`config.mk`:
```
export PLATFORM = sky130hd
export DESIGN_NAME = vga_framebuffer_reader
export DESIGN_NICKNAME = d
export VERILOG_FILES = /design/src/rtl/vga_framebuffer_reader.sv
export SDC_FILE = /design/constraint.sdc
export NUM_CORES = 1
export LEC_CHECK = 0
export CAP_MARGIN = 40
export CORE_ASPECT_RATIO = 0.5
export CORE_MARGIN = 4
export CORE_UTILIZATION = 59
export CTS_BUF_LIST = sky130_fd_sc_hd__clkbuf_16
export CTS_CLUSTER_DIAMETER = 80
export DETAILED_ROUTE_END_ITERATION = 10
export HOLD_SLACK_MARGIN = 0.1
export PLACE_DENSITY = 0.79
export SETUP_SLACK_MARGIN = 0.5
export SYNTH_ARGS = -nofsm -noshare
export SYNTH_HDL_FRONTEND = slang
export SYNTH_SLANG_ARGS = --single-unit
```
`constraint.sdc`:
```
create_clock -name clk -period 4.3 [get_ports clk]
set_input_delay 0.86 -clock clk [delete_from_list [all_inputs] [get_ports clk]]
set_output_delay 0.86 -clock clk [all_outputs]
set_load 0.05 [all_outputs]
```
`src/rtl/vga_framebuffer_reader.sv`:
```
// VGA scan-out of the displayed SRAM framebuffer: timing generator, read prefetch and pixel FIFO.
// Optional VGA_TEST_PATTERN_EN adds a testPattern input that replaces visible RGB with colour bars.
module vga_framebuffer_reader #(
  parameter int H_VISIBLE  = 800,
  parameter int H_FRONT    = 56,
  parameter int H_SYNC     = 120,
  parameter int H_BACK     = 64,
  parameter int V_VISIBLE  = 600,
  parameter int V_FRONT    = 37,
  parameter int V_SYNC     = 6,
  parameter int V_BACK     = 23,
  parameter int FIFO_DEPTH = 16,
  parameter int ADDR_W     = 20
) (
  input  logic              clk,
  input  logic              rst,
  input  logic [ADDR_W-1:0] baseAddress,
  output logic              paintDone,
  output logic [ADDR_W-1:0] ramAddress,
  output logic              ramRead,
  input  logic              ramGrant,
  input  logic              ramDataValid,
  input  logic [31:0]       ramData,
  output logic              vgaHsync,
  output logic              vgaVsync,
  output logic              vgaDe,
  output logic [2:0]        vgaRed,
  output logic [2:0]        vgaGreen,
  output logic [2:0]        vgaBlue,
  output logic              underrun
`ifdef VGA_TEST_PATTERN_EN
  ,
  input  logic              testPattern
`endif
);

  localparam int H_TOTAL = H_VISIBLE + H_FRONT + H_SYNC + H_BACK;
  localparam int V_TOTAL = V_VISIBLE + V_FRONT + V_SYNC + V_BACK;
  localparam int HCW     = $clog2(H_TOTAL);
  localparam int VCW     = $clog2(V_TOTAL);
  localparam int PIXELS  = H_VISIBLE * V_VISIBLE;
  localparam int FCW     = $clog2(PIXELS + 1);
  localparam int PW      = $clog2(FIFO_DEPTH);
  localparam int CW      = $clog2(FIFO_DEPTH + 1);

  localparam logic [HCW-1:0] H_LAST   = HCW'(H_TOTAL - 1);
  localparam logic [HCW-1:0] H_VIS    = HCW'(H_VISIBLE);
  localparam logic [HCW-1:0] HS_FIRST = HCW'(H_VISIBLE + H_FRONT);
  localparam logic [HCW-1:0] HS_LAST  = HCW'(H_VISIBLE + H_FRONT + H_SYNC - 1);
  localparam logic [VCW-1:0] V_LAST   = VCW'(V_TOTAL - 1);
  localparam logic [VCW-1:0] V_VIS    = VCW'(V_VISIBLE);
  localparam logic [VCW-1:0] V_VIS_M1 = VCW'(V_VISIBLE - 1);
  localparam logic [VCW-1:0] VS_FIRST = VCW'(V_VISIBLE + V_FRONT);
  localparam logic [VCW-1:0] VS_LAST  = VCW'(V_VISIBLE + V_FRONT + V_SYNC - 1);

  logic [HCW-1:0]    r_hcount;
  logic [VCW-1:0]    r_vcount;
  logic              r_active;
  logic [ADDR_W-1:0] r_fetch_addr;
  logic [FCW-1:0]    r_fetch_count;
  logic [FCW-1:0]    r_drop;
  logic [CW-1:0]     r_outstanding;
  logic [CW-1:0]     r_fifo_count;
  logic [PW-1:0]     r_wr_ptr;
  logic [PW-1:0]     r_rd_ptr;
  logic [8:0]        r_mem [FIFO_DEPTH];
  logic              r_hsync, r_vsync, r_de, r_paint_done, r_underrun;
  logic [8:0]        r_rgb;

  logic              w_visible, w_hsync, w_vsync, w_latch, w_empty;
  logic              w_pop_slot, w_pop, w_skip, w_discard, w_push, w_grant;
  logic [CW:0]       w_occupancy;
  logic [CW-1:0]     w_outstanding_next;
  logic [8:0]        w_pixel, w_rgb_next;
  logic              w_unused;

  assign w_unused  = &{1'b0, ramData[31:9]};
  assign w_visible = (r_hcount < H_VIS) && (r_vcount < V_VIS);
  assign w_hsync   = (r_hcount >= HS_FIRST) && (r_hcount <= HS_LAST);
  assign w_vsync   = (r_vcount >= VS_FIRST) && (r_vcount <= VS_LAST);
  // Start of the last back-porch line: one full line of lead time to prefill the FIFO.
  assign w_latch   = (r_hcount == '0) && (r_vcount == V_LAST);
  assign w_empty   = (r_fifo_count == '0);

  // Before the first latch after reset nothing is fetched, so the frame is black without underrun.
  assign w_pop_slot = w_visible && r_active;
  assign w_pop      = w_pop_slot && !w_empty;
  assign w_skip     = w_pop_slot && w_empty;
  // A word arriving while its own pixel is being skipped is dropped on the spot.
  assign w_discard  = ramDataValid && ((r_drop != '0) || w_skip);
  assign w_push     = ramDataValid && !w_discard;

  assign w_occupancy = {1'b0, r_fifo_count} + {1'b0, r_outstanding};
  assign ramRead     = r_active && (r_fetch_count < FCW'(PIXELS)) &&
                       (w_occupancy < (CW+1)'(FIFO_DEPTH));
  assign ramAddress  = r_fetch_addr;
  assign w_grant     = ramRead && ramGrant;
  assign w_outstanding_next = r_outstanding + CW'(w_grant) - CW'(ramDataValid);

  assign w_pixel = r_mem[r_rd_ptr];

`ifdef VGA_TEST_PATTERN_EN
  localparam int BAR_W = H_VISIBLE / 8;
  logic [2:0] w_bar;
  assign w_bar = 3'(r_hcount / HCW'(BAR_W));
  always_comb begin
    w_rgb_next = '0;
    if (w_visible && testPattern)
      w_rgb_next = {{3{w_bar[2]}}, {3{w_bar[1]}}, {3{w_bar[0]}}};
    else if (w_pop)
      w_rgb_next = w_pixel;
  end
`else
  always_comb begin
    w_rgb_next = '0;
    if (w_pop)
      w_rgb_next = w_pixel;
  end
`endif

  always_ff @(posedge clk) begin
    if (w_push)
      r_mem[r_wr_ptr] <= ramData[8:0];
  end

  always_ff @(posedge clk) begin
    if (rst) begin
      r_hcount      <= '0;
      r_vcount      <= '0;
      r_active      <= 1'b0;
      r_fetch_addr  <= '0;
      r_fetch_count <= '0;
      r_drop        <= '0;
      r_outstanding <= '0;
      r_fifo_count  <= '0;
      r_wr_ptr      <= '0;
      r_rd_ptr      <= '0;
      r_hsync       <= 1'b0;
      r_vsync       <= 1'b0;
      r_de          <= 1'b0;
      r_rgb         <= '0;
      r_paint_done  <= 1'b0;
      r_underrun    <= 1'b0;
    end else begin
      if (r_hcount == H_LAST) begin
        r_hcount <= '0;
        r_vcount <= (r_vcount == V_LAST) ? '0 : r_vcount + 1'b1;
      end else begin
        r_hcount <= r_hcount + 1'b1;
      end

      r_hsync      <= w_hsync;
      r_vsync      <= w_vsync;
      r_de         <= w_visible;
      r_rgb        <= w_rgb_next;
      r_paint_done <= (r_hcount == H_LAST) && (r_vcount == V_VIS_M1);
      r_outstanding <= w_outstanding_next;

      if (w_latch) begin
        // Reads still in flight belong to the previous frame and are discarded on return.
        r_active      <= 1'b1;
        r_fetch_addr  <= baseAddress;
        r_fetch_count <= '0;
        r_fifo_count  <= '0;
        r_wr_ptr      <= '0;
        r_rd_ptr      <= '0;
        r_drop        <= FCW'(w_outstanding_next);
        r_underrun    <= 1'b0;
      end else begin
        if (w_grant) begin
          r_fetch_addr  <= r_fetch_addr + 1'b1;
          r_fetch_count <= r_fetch_count + 1'b1;
        end
        if (w_push)
          r_wr_ptr <= r_wr_ptr + 1'b1;
        if (w_pop)
          r_rd_ptr <= r_rd_ptr + 1'b1;
        r_fifo_count <= r_fifo_count + CW'(w_push) - CW'(w_pop);
        r_drop       <= r_drop + FCW'(w_skip) - FCW'(w_discard);
        if (w_skip)
          r_underrun <= 1'b1;
      end
    end
  end

  assign vgaHsync  = r_hsync;
  assign vgaVsync  = r_vsync;
  assign vgaDe     = r_de;
  assign vgaRed    = r_rgb[8:6];
  assign vgaGreen  = r_rgb[5:3];
  assign vgaBlue   = r_rgb[2:0];
  assign paintDone = r_paint_done;
  assign underrun  = r_underrun;

endmodule

```
==> flow_summary.json, run 1 <==
{
  "synth_ff_type": "edfxtp_1",
  "area_growth_pct": 14.3,
  "syn-cell-area_sq_um": 11700,
  "layout_commonest_cell": "edfxtp_1",
  "cts.sinks": 256,
  "cp.required_ps": 4740,
  "use_met1_pct": 30.1,
  "worstMarginPinSlew_ps": 889,
  "syn_nets": 1041,
  "place_hpwl_mm": 16.2,
  "setup_viol": 0,
  "grt_pass1_wl_mm": 39.6,
  "ant_nets": 0,
  "htreeDepth": 1,
  "relSlewSlack_pct": 40.7,
  "cts-root-buf": "clkbuf_16",
  "ir_drop_mv": 0.263,
  "std_cell_rows": 36,
  "mostFrequentLayoutCells": "edfxtp_1, dfxtp_1, nor2_1",
  "post_drt_wl_per_cell_um": 19.2,
  "synthArstFlopShare_pct": 0,
  "clock_skew_ps": 16.3,
  "die_area_sq_um": 22300,
  "top_level_ports": 91,
  "tns_ps": 0,
  "top_usage_layer": "met2",
  "antenna_cells": 0,
  "grt.met3_usage_pct": 3.38,
  "grt_usage_pct": 22.2,
  "grt_setup_unrepaired": "false",
  "place_congestion": 0.811,
  "firstDrtPassIters": 5,
  "timing.fmax_ghz": 0.275,
  "status": "finished, final reports clean",
  "grt_pass1_vias": 7518,
  "synth_edf_count": 144,
  "r2r_slack_ps": 670,
  "die_w_um": 207,
  "fin_nets": 1112,
  "cp_max_fo": 7,
  "die_h_um": 108,
  "synth_cell_types": 67,
  "crit_path_start": "r_hcount[7]$_SDFF_PP0_",
  "leakage_nw": 4.73,
  "numPortBuffers": 67,
  "p_per_area_nw_per_um2": 455,
  "crit_arrival_ps": 4070,
  "min_period_ps": 3630,
  "post-place-ws_ps": 391,
  "worst_r2r_path_depth": 15,
  "crit_end": "r_drop[16]$_SDFF_PP0_",
  "critPathKind": "reg2reg",
  "cts_buffers": 22,
  "coreArea_sq_um": 19500,
  "clockBufferDepth": 3,
  "grt_max_degree": 43,
  "min_period_over_period_pct": 84.4,
  "clk_pin_slew_ps": 70,
  "cts_hold_buf": 0,
  "worst_slack_ps": 670,
  "synth.yosys.seq_area_share_pct": 56.1,
  "synth-seq-cells": 256,
  "slew_violations": 0,
  "synthCells": 928,
  "drc": 0,
  "num_vias": 7490,
  "grt-ovfl-total": 0,
  "min_path_type": "reg2reg",
  "hold_start": "underrun$_SDFFE_PP0P_",
  "syn_avg_cell_area_sq_um": 12.6,
  "finalHoldViolCount": 0,
  "worst_skew_pair.late_latency_ps": 520,
  "start_kind": "flip-flop",
  "reg2reg_from": "r_hcount[7]$_SDFF_PP0_",
  "antenna_found_initial": 0,
  "initial_core_util_pct": 60.1,
  "drv_cap": 0,
  "layout-drive-gt1-share_pct": 11.4,
  "fin_total_pwr_mw": 6.09,
  "crit_path_end_kind": "flip-flop",
  "rr_endpoint": "r_drop[16]$_SDFF_PP0_",
  "synth_warnings": 0,
  "cts_tree": "yes",
  "first_iter_violations": 475,
  "viasPerCell": 5.85,
  "use_met2_pct": 37.9,
  "wl_mm": 24.6
}
-- layer usage --
metal	share of wire, %	vias up
li1	-	3553
met1	45	3685
met4	3.1	0
met3	4.1	54
met5	0	-
met2	48	198
-- synthesized netlist by cell type, drive strengths merged (4+ instances only) --
cell type    n  share of area, %
o21ai       14              0.60
inv         54               1.7
nor3         6              0.30
ha          54               5.8
nor2b       23               1.2
nand4       24               1.3
mux2i        5              0.43
a21oi       35               1.5
and3        31               1.7
nand3       22              0.94
nor4         4              0.47
a21boi       5              0.32
edfxtp     144                37
or3          7              0.37
xnor2       27               2.0
dfxtp      112                19
nor2        95               3.0
nand2       45               1.4
nand2b       7              0.37
and2         5              0.27
o21bai       4              0.26
clkbuf      15              0.48
xor2        48               3.6
o311ai       4              0.30
buf         16              0.64
nor4b        4              0.30
a211oi      22               1.6
mux4        45               8.7
a21o         8              0.51
-- area by class of cell --
class	count	area, sq um
multi-input cells	587	4840
clock inverters	18	128
repair buffers	78	751
flip-flops and latches	256	6570
fillers	1419	6090
clock buffers	22	551
well taps	266	333
inverters	54	203
-- kinds of logic after synthesis --
logic type      synth area share [%]
fa+ha+maj                       6.29
xor+xnor                        5.62
flops                           56.1
compound gates                  6.90
simple gates                    13.0
buf+inv                         2.86
mux                             9.19
-- what timing repair did --
action / 4_1_cts / 5_1_grt
setup endpoints to repair: 0 / 7
gates resized for setup: 0 / 11
setup buffers: 0 / 1
-- critical path, cell delays in order (launching register included) --
cell and delay [ps]:
dfxtp_1 370, o311ai_2 360, o2111a_2 290, nand3_1 150, a21boi_1 160, ha_1 240
inv_1 60, ha_1 190, inv_1 70, fa_1 410, nor2b_2 190, o2111ai_2 170
a31o_2 260, o21a_2 260, o21bai_1 190, mux2i_1 200
-- how the worst min path moves through the flow --
| stage | to | slack, ps | cells past startpoint |
|---|---|---|---|
| global placement | underrun$_SDFFE_PP0P_ | 440 | 2 |
| detailed placement | underrun$_SDFFE_PP0P_ | 440 | 2 |
| global route | underrun$_SDFFE_PP0P_ | 470 | 2 |
| CTS | underrun$_SDFFE_PP0P_ | 460 | 2 |
| floorplan | r_fetch_count[18]$_SDFFE_PP0P_ | 430 | 2 |
| finish | underrun$_SDFFE_PP0P_ | 450 | 2 |
-- power by group --
| part | total (mW) | switching [mW] | internal [mW] |
|---|---|---|---|
| logic | 1.45 | 0.789 | 0.658 |
| registers | 2.74 | 0.0608 | 2.68 |
| clock network | 1.90 | 0.895 | 1.00 |
| total | 6.09 | 1.74 | 4.34 |
-- registers in the layout (all words and copies together), names as in the netlist, 4 cells and up --
name,cells
r_mem,144
r_rgb,9
r_outstanding,5
r_wr_ptr,4
r_rd_ptr,4
r_hcount,11
ramAddress,20
r_fetch_count,19
r_fifo_count,5
r_drop,19
r_vcount,10
-- stage by stage --
step,hold slack (ps),area (sq um),cells,utilization (%)
after CTS,455,13300,1280,68.5
after detailed placement,444,12600,1240,65.0
after floorplan,429,11700,928,-
after global routing,469,13400,1281,68.7
after global placement,436,12600,1240,65.0
final,454,13400,1281,68.7
No activity file was read; power rests on OpenSTA's default activity.
==> run 2, diff against run 1 <==
--- a/config.mk
+++ b/config.mk
@@ -8,12 +8,12 @@
 export CAP_MARGIN = 40
 export CORE_ASPECT_RATIO = 0.5
 export CORE_MARGIN = 4
-export CORE_UTILIZATION = 59
+export CORE_UTILIZATION = 53
 export CTS_BUF_LIST = sky130_fd_sc_hd__clkbuf_16
 export CTS_CLUSTER_DIAMETER = 80
 export DETAILED_ROUTE_END_ITERATION = 10
 export HOLD_SLACK_MARGIN = 0.1
-export PLACE_DENSITY = 0.79
+export PLACE_DENSITY = 0.74
 export SETUP_SLACK_MARGIN = 0.5
 export SYNTH_ARGS = -nofsm -noshare
 export SYNTH_HDL_FRONTEND = slang
==> constraint.sdc (replaced) <==
create_clock -name clk -period 3.1 [get_ports clk]
set_input_delay 0.62 -clock clk [delete_from_list [all_inputs] [get_ports clk]]
set_output_delay 0.62 -clock clk [all_outputs]
set_load 0.05 [all_outputs]
==> run 2 against run 1 <==
Against the previous run: the flow now finishes with violations (setup timing); flip-flop and latch count stayed put; final cell count grew 13%; setup slack lost 810 ps; critical path depth unchanged; via count is 8.4% higher; non-clock buffer count rose by 126; clock skew is 3.4 ps lower; critical path type unchanged.
==> flow_summary.json, run 2 (same netlist as run 1, synthesis figures left out) <==
{
  "top_level_ports": 91,
  "std_cell_rows": 38,
  "relSlewSlack_pct": 42.2,
  "largest_register_ff_count": 144,
  "cp_common_cell": "ha_4",
  "final_util_pct": 70.8,
  "post_drt_wl_per_cell_um": 19.8,
  "layout_commonest_cell": "edfxtp_1",
  "grt_max_degree": 40,
  "setup_viol": 7,
  "finalHoldViolCount": 0,
  "grt_pass1_vias": 8150,
  "worst_skew_pair.late_latency_ps": 540,
  "die_h_um": 113,
  "wl_met3_mm": 1.56,
  "coreArea_sq_um": 21700,
  "area_growth_pct": 31.2,
  "internal-power_mw": 6.36,
  "cts_buffers": 23,
  "clkPwrFrac_pct": 28.5,
  "met1_length_mm": 12.4,
  "worst_slack_ps": -145,
  "antenna_found_initial": 0,
  "crit_arrival_ps": 3710,
  "p_sw_mw": 2.69,
  "timing.fmax_ghz": 0.308,
  "maxUsedRoutingLayer": "met4",
  "fillCellCount": 1432,
  "failed_checks": "setup timing",
  "min_period_ps": 3240,
  "wl_met2_mm": 14.4,
  "fin_cells": 1444,
  "drc": 0,
  "fin_nets": 1240,
  "cp.required_ps": 3560,
  "num_vias": 8119,
  "first_iter_violations": 709,
  "p_per_area_nw_per_um2": 590,
  "largest-register": "r_mem",
  "fin_total_pwr_mw": 9.05,
  "cp_slowest_cell": "fa_2",
  "antenna_cells": 0,
  "clk_pin_slew_ps": 60,
  "die_w_um": 218,
  "grt_setup_unrepaired": "true",
  "place_congestion": 0.818,
  "slew_violations": 0,
  "crit_path_end_kind": "flip-flop",
  "cts.sinks": 256,
  "dpl.cell_count": 1342,
  "ant_nets": 0,
  "initial_core_util_pct": 54.0,
  "grt_usage_pct": 21.2,
  "cts_hold_buf": 0,
  "place_hpwl_mm": 17.2,
  "start_kind": "flip-flop",
  "cp_max_fo": 4,
  "min_path_type": "reg2reg",
  "worstMarginPinSlew_ps": 866,
  "layout-drive-gt1-share_pct": 28.9,
  "tns_ps": -479,
  "die_area_sq_um": 24700,
  "viasPerCell": 5.62,
  "grt_pass1_wl_mm": 42.0,
  "min_period_over_period_pct": 105,
  "p_comb_share_pct": 29.3,
  "ir_drop_mv": 0.363,
  "clock_skew_ps": 12.9,
  "leakage_nw": 5.51,
  "mostFrequentLayoutCells": "edfxtp_1, dfxtp_1, nor2_1",
  "firstDrtPassIters": 5,
  "cts_tree": "yes",
  "crit_chain": "o311ai_4 -> o2111a_2 -> nand3_4 -> a21boi_4 -> ha_4 -> inv_4 -> ha_4 -> inv_2 -> fa_2 -> nor2b_4 -> o2111ai_2 -> a31o_4 -> o21a_4 -> o21bai_1 -> mux2i_1",
  "numPortBuffers": 67,
  "grt-ovfl-total": 0,
  "drv_cap": 0,
  "cpPeakStageDelay_ps": 360,
  "p_sw_share_pct": 29.7,
  "critPathKind": "reg2reg",
  "cts-root-buf": "clkbuf_16",
  "power_frac_seq_pct": 42.2,
  "htreeDepth": 1,
  "status": "finished with violations",
  "wl_mm": 28.6,
  "clockBufferDepth": 3
}
-- run 2: cell types whose count changed in the layout (fill, tap and decap cells not counted), moves of 15 or more --
cell / before / now
inv_2: 0 / 15
and3_1: 31 / 16
buf_4: 11 / 72
and3_4: 0 / 16
buf_6: 0 / 47
-- run 2: cell type report --
type                       instances  area (sq um)  area share [%]
clock buffer                      23           576            3.75
sequential                       256          6580            42.9
tap                              300           375            2.45
clock inverter                    19          90.1           0.587
inverter                          54           205            1.34
timing repair buffer             204          2080            13.5
multi-input combinational        588          5450            35.5
-- run 2: routing by layer --
metal	up-vias	global-route usage (%)
met5	-	0
li1	3804	-
met1	4072	28.9
met2	210	36.6
met4	0	3.58
met3	33	4.02
-- run 2: path summary, 6_finish.rpt --
path                          startpoint                    end  slack, ps  cells past startpoint
hold / removal     underrun$_SDFFE_PP0P_  underrun$_SDFFE_PP0P_        440                      2
setup reg to reg  r_hcount[7]$_SDFF_PP0_  r_drop[14]$_SDFF_PP0_       -140                     15
hold reg to reg    underrun$_SDFFE_PP0P_  underrun$_SDFFE_PP0P_        440                      2
setup / recovery  r_hcount[7]$_SDFF_PP0_  r_drop[14]$_SDFF_PP0_       -140                     15
-- run 2: power groups by stage --
stage | Sequential (mW) | Clock (mW) | Combinational (mW)
after floorplan | 3.86 | 0 | 1.55
after global placement | 3.87 | 0 | 2.03
after detailed placement | 3.87 | 0 | 2.10
after CTS | 3.81 | 2.63 | 2.36
after global routing | 3.83 | 2.81 | 2.88
final | 3.82 | 2.58 | 2.65
-- run 2: timing repair --
action                                  4_1_cts  5_1_grt
endpoints found under the setup margin       28      181
pin swaps                                    42       47
setup buffers                                27       18
gates resized for setup                      71      145
gates cloned                                  0       15
hold endpoints to repair                      0        0
-- run 2: stage by stage --
| stage | hold WS (ps) | area (sq um) | setup slack (ps) |
|---|---|---|---|
| 5_1_grt | 488 | 15400 | -265 |
| 4_1_cts | 448 | 14500 | -146 |
| 2_1_floorplan | 429 | 11800 | 2.32 |
| 6_report | 443 | 15400 | -145 |
| 3_3_place_gp | 433 | 13300 | -308 |
| 3_5_place_dp | 439 | 13300 | -373 |
-- run 2: critical path, delay by kind of cell (launching register included) --
| family | cells | cell delay (ps) |
|---|---|---|
| adders and majority gates | 3 | 720 |
| AOI/OAI and AO/OA | 7 | 1590 |
| DFF | 1 | 330 |
| buffers and inverters | 2 | 90 |
| muxes | 1 | 200 |
| and+or+nand+nor | 2 | 250 |
==> run 3, diff against run 2 <==
--- a/config.mk
+++ b/config.mk
@@ -15,6 +15,7 @@
 export HOLD_SLACK_MARGIN = 0.1
 export PLACE_DENSITY = 0.74
 export SETUP_SLACK_MARGIN = 0.5
+export SKIP_CTS_REPAIR_TIMING = 1
 export SYNTH_ARGS = -nofsm -noshare
 export SYNTH_HDL_FRONTEND = slang
 export SYNTH_SLANG_ARGS = --single-unit
==> run 3 against run 2 <==
Against the previous run: the run still ends with setup timing left; wire length decreased by 11%; critical path type unchanged; hold slack improved by 0.76 ps; flip-flop and latch count unchanged; final cell count decreased by 3.1%; maximum frequency increased by 1.2%.
==> flow_summary.json, run 3 (same netlist as run 1, synthesis figures left out) <==
{
  "grt_pass1_vias": 7893,
  "drc": 0,
  "crit_path_end_kind": "flip-flop",
  "antenna_found_initial": 0,
  "worst_slack_ps": -106,
  "first_iter_violations": 614,
  "worst_r2r_path_depth": 15,
  "post_drt_wl_per_cell_um": 18.3,
  "whs_path_depth": 2,
  "dpl.cell_count": 1342,
  "worst_skew_pair.late_latency_ps": 530,
  "cp.required_ps": 3560,
  "grt_setup_unrepaired": "true",
  "fin_cells": 1399,
  "fin_nets": 1195,
  "critPathKind": "reg2reg",
  "place_congestion": 0.818,
  "grt_max_degree": 40,
  "largest_register_ff_count": 144,
  "cts_buffers": 23,
  "num_vias": 7651,
  "clock_skew_ps": 9.27,
  "grt_pass1_wl_mm": 40.9,
  "top_level_ports": 91,
  "antenna_cells": 0,
  "initial_core_util_pct": 54.0,
  "ir_drop_mv": 0.359,
  "mostFrequentLayoutCells": "edfxtp_1, dfxtp_1, nor2_1",
  "min_period_over_period_pct": 103,
  "cts_tree": "yes",
  "htreeDepth": 1,
  "grt_usage_pct": 20.7,
  "cp_max_fo": 4,
  "viasPerCell": 5.47,
  "final_util_pct": 66.4,
  "p_per_area_nw_per_um2": 614,
  "status": "finished with violations",
  "drv_cap": 0,
  "worstMarginPinSlew_ps": 867,
  "post-place-ws_ps": -373,
  "clk_pin_slew_ps": 60,
  "leakage_nw": 5.21,
  "timing.fmax_ghz": 0.312,
  "tns_ps": -485,
  "wl_mm": 25.6,
  "crit_arrival_ps": 3670,
  "layout_commonest_cell": "edfxtp_1",
  "layout-drive-gt1-share_pct": 22.3,
  "std_cell_rows": 38,
  "slew_violations": 0,
  "coreArea_sq_um": 21700,
  "die_area_sq_um": 24700,
  "cts-root-buf": "clkbuf_16",
  "min_path_type": "reg2reg",
  "grt-ovfl-total": 0,
  "relSlewSlack_pct": 42.2,
  "finalHoldViolCount": 0,
  "area_growth_pct": 23.0,
  "place_hpwl_mm": 17.2,
  "clockBufferDepth": 3,
  "setup_viol": 7,
  "die_w_um": 218,
  "numPortBuffers": 67,
  "firstDrtPassIters": 5,
  "start_kind": "flip-flop",
  "ant_nets": 0,
  "largest-register": "r_mem",
  "die_h_um": 113,
  "failed_checks": "setup timing",
  "cts.sinks": 256,
  "min_period_ps": 3210
}
run 3: changes by cell type in the layout (fill, tap and decap cells not counted), sizes merged:
| cell | delta |
|---|---|
| buf | -41 |
| and3 | -1 |
| clkbuf | -3 |
run 3: area by class of cell:
type / count / area, sq um
repair buffers: 160 / 1450
multi-input cells: 587 / 5110
flip-flops and latches: 256 / 6580
clock inverters: 19 / 90.1
fillers: 1578 / 7290
clock buffers: 23 / 576
inverters: 54 / 203
well taps: 300 / 375
run 3: layer usage:
layer | up-vias | wire (um) | GRT usage (%)
li1 | 3710 | - | -
met1 | 3799 | 11700 | 28.5
met2 | 114 | 12500 | 35.4
met3 | 28 | 1040 | 3.94
met4 | 0 | 324 | 3.28
met5 | - | 0 | 0
run 3: final timing paths:
kind,startpoint,endpoint,slack [ps]
setup reg to reg,r_hcount[7]$_SDFF_PP0_,r_drop[16]$_SDFF_PP0_,-110
hold reg to reg,underrun$_SDFFE_PP0P_,underrun$_SDFFE_PP0P_,440
setup / recovery,r_hcount[7]$_SDFF_PP0_,r_drop[16]$_SDFF_PP0_,-110
hold / removal,underrun$_SDFFE_PP0P_,underrun$_SDFFE_PP0P_,440
run 3: report_power, final:
group,switching [mW],leakage [nW],internal [mW]
sequential,0.0938,2.21,3.72
combinational,1.24,2.64,1.19
clock,1.22,0.364,1.35
run 3: critical path, stage by stage (launching register included):
cell and delay (ps):
dfxtp_2 330, o311ai_4 290, o2111a_2 300, nand3_4 100, a21boi_2 140, ha_1 240, inv_2 70, ha_4 130
inv_2 40, fa_2 380, nor2b_4 140, o2111ai_2 130, a31o_2 260, o21a_4 220, o21bai_1 170, mux2i_1 190
run 3: per-stage QoR:
step	hold slack (ps)	instance area [sq um]	total power, mW
floorplan	429	11800	5.41
global placement	433	13300	5.90
detailed placement	439	13300	5.97
CTS	448	14000	8.55
global route	488	14400	9.31
finish	444	14400	8.83
